<file path="src/rtl/mac_seq_ctrl.sv">
// mac_seq_ctrl: job sequencer for an NxN systolic MAC array.
// Optional operand-buffer stall support: define MAC_SEQ_STALL_EN.
module mac_seq_ctrl #(
  parameter int N       = 4,
  parameter int K_WIDTH = 8
) (
  input  logic               clk,
  input  logic               rst,
  input  logic               start,
  input  logic [K_WIDTH-1:0] k_len,
  input  logic               stall,
  output logic               busy,
  output logic               done,
  output logic               acc_rst,
  output logic               shift_en,
  output logic               acc_en,
  output logic               rd_en,
  output logic [K_WIDTH-1:0] rd_addr
);

  localparam int DW = $clog2(2 * N);
  localparam logic [DW-1:0] DR_LAST = DW'(2 * N - 2);

  typedef enum logic [2:0] {
    S_IDLE,
    S_CLEAR,
    S_FEED,
    S_DRAIN,
    S_DONE
  } state_t;

  state_t             state, state_nxt;
  logic [K_WIDTH-1:0] k_reg, k_nxt;
  logic [K_WIDTH-1:0] addr_nxt;
  logic [DW-1:0]      dcnt, dcnt_nxt;
  logic               stall_act;
  logic               hold;
  logic               busy_nxt, done_nxt, acc_rst_nxt;
  logic               shift_en_nxt, acc_en_nxt, rd_en_nxt;

`ifdef MAC_SEQ_STALL_EN
  assign stall_act = stall;
`else
  logic unused_stall;
  assign unused_stall = stall;
  assign stall_act    = 1'b0;
`endif

  // A stall only freezes the streaming phases.
  assign hold = stall_act &&
                (state == S_FEED || state == S_DRAIN);

  // State, counters and registered outputs.
  always_ff @(posedge clk or posedge rst) begin
    if (rst) begin
      state    <= S_IDLE;
      k_reg    <= '0;
      dcnt     <= '0;
      rd_addr  <= '0;
      busy     <= 1'b0;
      done     <= 1'b0;
      acc_rst  <= 1'b0;
      shift_en <= 1'b0;
      acc_en   <= 1'b0;
      rd_en    <= 1'b0;
    end else begin
      state    <= state_nxt;
      k_reg    <= k_nxt;
      dcnt     <= dcnt_nxt;
      rd_addr  <= addr_nxt;
      busy     <= busy_nxt;
      done     <= done_nxt;
      acc_rst  <= acc_rst_nxt;
      shift_en <= shift_en_nxt;
      acc_en   <= acc_en_nxt;
      rd_en    <= rd_en_nxt;
    end
  end

  // Next state; rd_addr doubles as the FEED index counter.
  always_comb begin
    state_nxt = state;
    k_nxt     = k_reg;
    addr_nxt  = rd_addr;
    dcnt_nxt  = dcnt;
    unique case (state)
      S_IDLE: begin
        if (start) begin
          state_nxt = S_CLEAR;
          k_nxt     = k_len;
        end
      end
      S_CLEAR: begin
        addr_nxt  = '0;
        dcnt_nxt  = '0;
        state_nxt = (k_reg == '0) ? S_DONE : S_FEED;
      end
      S_FEED: begin
        if (!hold) begin
          if (rd_addr == k_reg - 1'b1) begin
            state_nxt = S_DRAIN;
            addr_nxt  = '0;
          end else begin
            addr_nxt = rd_addr + 1'b1;
          end
        end
      end
      S_DRAIN: begin
        if (!hold) begin
          if (dcnt == DR_LAST) begin
            state_nxt = S_DONE;
            dcnt_nxt  = '0;
          end else begin
            dcnt_nxt = dcnt + 1'b1;
          end
        end
      end
      S_DONE: begin
        state_nxt = S_IDLE;
      end
      default: begin
        state_nxt = S_IDLE;
      end
    endcase
  end

  // Output values for the coming cycle, from the next state.
  always_comb begin
    busy_nxt     = (state_nxt != S_IDLE);
    done_nxt     = (state_nxt == S_DONE);
    acc_rst_nxt  = (state_nxt == S_CLEAR);
    shift_en_nxt = 1'b0;
    acc_en_nxt   = 1'b0;
    rd_en_nxt    = 1'b0;
    if (!hold) begin
      shift_en_nxt = (state_nxt == S_FEED) ||
                     (state_nxt == S_DRAIN);
      acc_en_nxt   = shift_en_nxt;
      rd_en_nxt    = (state_nxt == S_FEED);
    end
  end

endmodule

</file>
<file path="config.mk">
export PLATFORM = sky130hd
export DESIGN_NAME = mac_seq_ctrl
export DESIGN_NICKNAME = d
export VERILOG_FILES = /design/src/rtl/mac_seq_ctrl.sv
export SDC_FILE = /design/constraint.sdc
export NUM_CORES = 1
export LEC_CHECK = 0
export ABC_AREA = 1
export CORE_MARGIN = 3
export CORE_UTILIZATION = 56
export CTS_CLUSTER_DIAMETER = 120
export DETAILED_ROUTE_END_ITERATION = 8
export HOLD_SLACK_MARGIN = 0.03
export PLACE_DENSITY = 0.94
export SYNTH_ARGS = -nofsm -noshare
export SYNTH_HDL_FRONTEND = slang
export SYNTH_SLANG_ARGS = --single-unit
</file>
<file path="constraint.sdc">
create_clock -name clk -period 2.7 [get_ports clk]
set_input_delay 0.81 -clock clk [delete_from_list [all_inputs] [get_ports clk]]
set_output_delay 0.81 -clock clk [all_outputs]
set_load 0.03 [all_outputs]
</file>
=== After elaboration in Yosys (flattened, before gate mapping) ===
Index checks and enable logic that the tools add are counted.
W data, S select, Z words.

* Register bits after elaboration: 27
* Input port bits: 12
* Output and inout bits: 14
* Logic and storage cells: 37

* $add $sub $neg: 3
* Equality and inequality tests: 9
* Mux-type cells: 9
* Reduce and logical (&&, ||, !) cells: 7

{| class="wikitable"
|+ Operator list
! cell !! count
|-
| $pmux W8 S2 || 1
|-
| $mux W3 || 5
|-
| $eq A3 B2 Y1 const B || 4
|-
| $pmux W3 S4 || 1
|-
| $add A8 B1 Y8 const B || 1
|-
| $eq A8 B8 Y1 || 1
|-
| $logic_not A8 Y1 || 1
|-
| $mux W8 || 1
|-
| $sub A8 B1 Y8 const B || 1
|-
| $eq A3 B1 Y1 const B || 2
|-
| $eq A3 B3 Y1 const B || 2
|-
| $pmux W3 S2 || 1
|-
| $reduce_bool A2 Y1 || 2
|-
| $add A3 B1 Y3 const B || 1
|-
| $logic_not A3 Y1 || 1
|-
| $reduce_bool A3 Y1 || 1
|-
| $reduce_and A2 Y1 || 1
|-
| $logic_or A1 B1 Y1 || 1
|}

=== Depth between registers and ports, before layout ===
* Depth after elaboration: 6
* Depth in mapped cells: 12
* Mapped depth without buffers: 12

=== Worst setup path before layout ===
No wires, ideal clock.

* Path kind: register to register
* Start: register k_reg[0]
* End: register rd_addr[3]
* Library setup time: 0.119 ns
* Data arrival time: 1.422 ns
* Required time: 2.581 ns
* Slack: 1.159 ns
* Stages on the path, launching flop included: 12
* Buffers on the path: 0
* Clock period less this slack: 1.541 ns
* Path through: dfrtp_1 -> inv_1 -> ha_1 -> inv_1 -> nand2_1 -> nand3b_1 -> nand2_1 -> nand3_1 -> nor2_4 -> nand2_4 -> nand3b_1 -> nand2_1

* Cells in the longest elaborated chain, start to end: 4

{| class="wikitable"
|+ RTL lines
! what !! RTL line !! source
|-
| start, declared || 33 || <nowiki>logic [K_WIDTH-1:0] k_reg, k_nxt;</nowiki>
|-
| start signal, assigned || 68 || <nowiki>k_reg <= k_nxt;</nowiki>
|-
| $sub A8 B1 Y8 || 100 || <nowiki>if (rd_addr == k_reg - 1'b1) begin</nowiki>
|-
| $eq A8 B8 Y1 || 100 ||
|-
| $mux W8 || 100 ||
|-
| $pmux W8 S2 || 86 || <nowiki>unique case (state)</nowiki>
|-
| end signal, assigned || 70 || <nowiki>rd_addr <= addr_nxt;</nowiki>
|-
| end, declared || 18 || <nowiki>output logic [K_WIDTH-1:0] rd_addr</nowiki>
|}

Every way passes these cells.
A chain may end at the register's enable or synchronous reset.

=== Final worst setup path ===
* Start: register rd_addr[4]
* End: output port rd_addr[4]

No word-level cell between the ends.

==> metrics.md <==
| Metric | Value |
|---|---|
| Crit path from | rd_addr[4]$_DFFE_PP0P_ |
| Startpoint Class | register |
| CTS tree | done |
| Clock latency at the later pin of the worst-skew pair | 0.31 ns |
| Syn nets | approximately 220 |
| Syn avg cell area | 7.56 µm² |
| Yosys reg bits | 27 |
| Vias in the first global route | approximately 1300 |
| RSZ-0062 raised after global routing | false |
| Grt met3 use | roughly 2.6% |
| CP Capture Type | output port |
| Leakage | 0.936 nW |
| Initial Utilization | 60.3% |
| Num CTS Buffers | 3 |
| Iter 0 DRT Violations | 41 |
| Port Buffers | 24 |
| Beginning of the worst hold path | dcnt[2]$_DFFE_PP0P_ |
| Post-Route Skew | 0.00811 ns |
| Period utilisation layout | between 80% and 90% |
| Final hold violation count | 0 |
| Clock Tree Buf Depth | 2 |
| Antenna diodes | 0 |
| R2r startpoint | k_reg[0]$_DFFE_PP0P_ |
| Vias/cell | between 5 and 6 |
| Crit-path slowest cell | clkdlybuf4s50_1 |
| First-pass iteration count of the detailed router | 4 |
| GRT overflow | 0 |
| # fillers | 186 |
| Antenna violations before repair | 0 |
| Post-DP HPWL | 2380 µm |
| Fmax | about 0.42 GHz |
| DIE WIDTH | 58.4 µm |
| Top-area cell type share of the netlist area | between 40% and 50% |
| Largest stage delay, worst path | between 0.7 and 0.8 ns |
| Largest net degree at the start of global routing | 28 |
| Core Region | 2540 µm² |
| All-Layer GR Usage | 21.2% |
| DRC | 0 |
| Required @ worst endpoint | ~1.9 ns |
| Seq/Total Area, Yosys | 44.0% |
| Post-Syn Area | 1540 µm² |
| Wire per inst | 12.2 µm |
| DIE AREA | 3410 µm² |
| Routed WL | ~3200 µm |
| Global-route wire length before repair | around 5600 µm |
| Worst r2r path cells | 11 |
| Worst hold stages | 2 |
| Die height | between 50 and 60 µm |
| Max Cap Violations | 0 |
| Nets@finish | 246 |
| Clk pin slew, worst setup/hold paths | roughly 0.14 ns |
| DRT antenna net count | 0 |
| Relative slew slack | between 70 and 80% |
| Largest cells by area after synthesis | dfrtp_1, nand2_1, inv_1 |
| CP arrival | 1.56 ns |
| VDD IR max | 0.000290 V |
| Num ports | 26 |
| Max Fanout on Critical Path | 7 |
| Fin util | approximately 70% |
| Via count | 1347 |
| Status | finished clean |
| Post-cts resize count | 0 |
| Final setup viols | 0 |
| Global route hottest layer | met2 |
| Buffers & Inverters on Critical Path | 1 |
| Worst path cell trace | clkdlybuf4s50_1 |
| Worst-margin pin slew | 0.357 ns |
| Synth warnings | 0 |
| Area grow syn2layout | 19.5% |
| PwrDens | around 320 nW/µm² |
| CP Class | register to output port |
| Fin crit period | 2.37 ns |
| HP Class | register to register |
| Routability congestion estimate | 0.826 |
| # hold bufs at CTS | 0 |
| Area leader, netlist | dfrtp_1 |
| Root buf cell | clkbuf_4 |
| Layout cells sized above 1 | 8.26% |
| Post-synth cell types | 25 |
| Fin Setup TNS | 0 ns |
| Grt met1 use | 27.5% |
| GR Util met2 | 36.0% |
| Rows | 18 |
| H-tree depth | 1 |
| Max-slew violation count | 0 |
| Post-CTS Setup Bufs | 0 |
| WP depth | 1 |
| CTS Sinks | 27 |
| Syn Inst Count | 203 |
| Crit-path leading delay family | buffers and inverters |
[layout by cell type (no fill, tap or decap), types with 4 or more instances in the layout]
cell / count
clkdlybuf4s50_1: 24
dfrtp_1: 27
inv_1: 27
nand2_1: 62
nand2_2: 5
nand3_1: 19
nand3b_1: 4
nor2_1: 18
o21ai_0: 10
xor2_1: 6
[Yosys cell counts, drive strengths merged]
master  number
dfrtp       27
buf          2
clkinv       2
nand3b       4
nor2        23
o21ai       11
xnor2        2
nor3         1
nand3       21
a21oi        1
ha           3
inv         28
or2          1
nand4        3
nand2       68
xor2         6
[tightest hold or removal path, stage by stage, from the launching register on]
cell and delay (ns):
dfrtp_1 0.39, nand2_1 0.05, o21ai_0 0.08
[worst paths after layout]
| check | slack, ns | to |
|---|---|---|
| max | 0.33 | rd_addr[4] |
| max in group asynchronous | 1.61 | acc_en$_DFF_PP0_ |
| min | 0.55 | dcnt[2]$_DFFE_PP0P_ |
| min reg2reg | 0.55 | dcnt[2]$_DFFE_PP0P_ |
| max reg2reg | 0.95 | rd_addr[5]$_DFFE_PP0P_ |
| min in group asynchronous | 0.83 | state[2]$_DFF_PP0_ |
[through the flow]
stage / power (mW) / hold WS [ns] / area, µm² / cells / setup WS, ns
finish: 0.595 / 0.546 / 1830 / 260 / 0.334
global route: 0.619 / 0.599 / 1830 / 260 / 0.279
CTS: 0.597 / 0.544 / 1830 / 260 / 0.339
detailed placement: 0.436 / 0.515 / 1810 / 256 / 0.669
global placement: 0.436 / 0.499 / 1810 / 256 / 0.699
floorplan: 0.418 / 0.469 / 1540 / 203 / 1.16
[routing by layer]
layer	wire length (µm)	vias up
li1	-	683
met1	1360	625
met4	80	0
met3	112	10
met2	1620	29
met5	0	-
[logic make-up after synthesis]
| kind of cell | synth area share (%) |
|---|---|
| xor gates and xnor gates | 4.56 |
| buffers and inverters | 8.15 |
| AOI/OAI and AO/OA | 3.91 |
| DFF | 44.0 |
| and+or+nand+nor | 36.9 |
| adders and majority gates | 2.45 |
[power breakdown]
part	leakage, nW	switching (mW)	internal, mW
registers	0.315	0	0.404
logic	0.606	0.00956	0.0135
clock network	0.0150	0.110	0.0577
[layout make-up]
cell class / count / area (µm²) / area share (%)
clock buffers: 4 / 26.3 / 1.43
well taps: 30 / 37.5 / 2.05
flip-flops and latches: 27 / 676 / 36.8
inverters: 30 / 113 / 6.14
repair buffers: 25 / 248 / 13.5
multi-input cells: 144 / 734 / 40.0
Note: power is estimated with default switching activity, not from simulation.
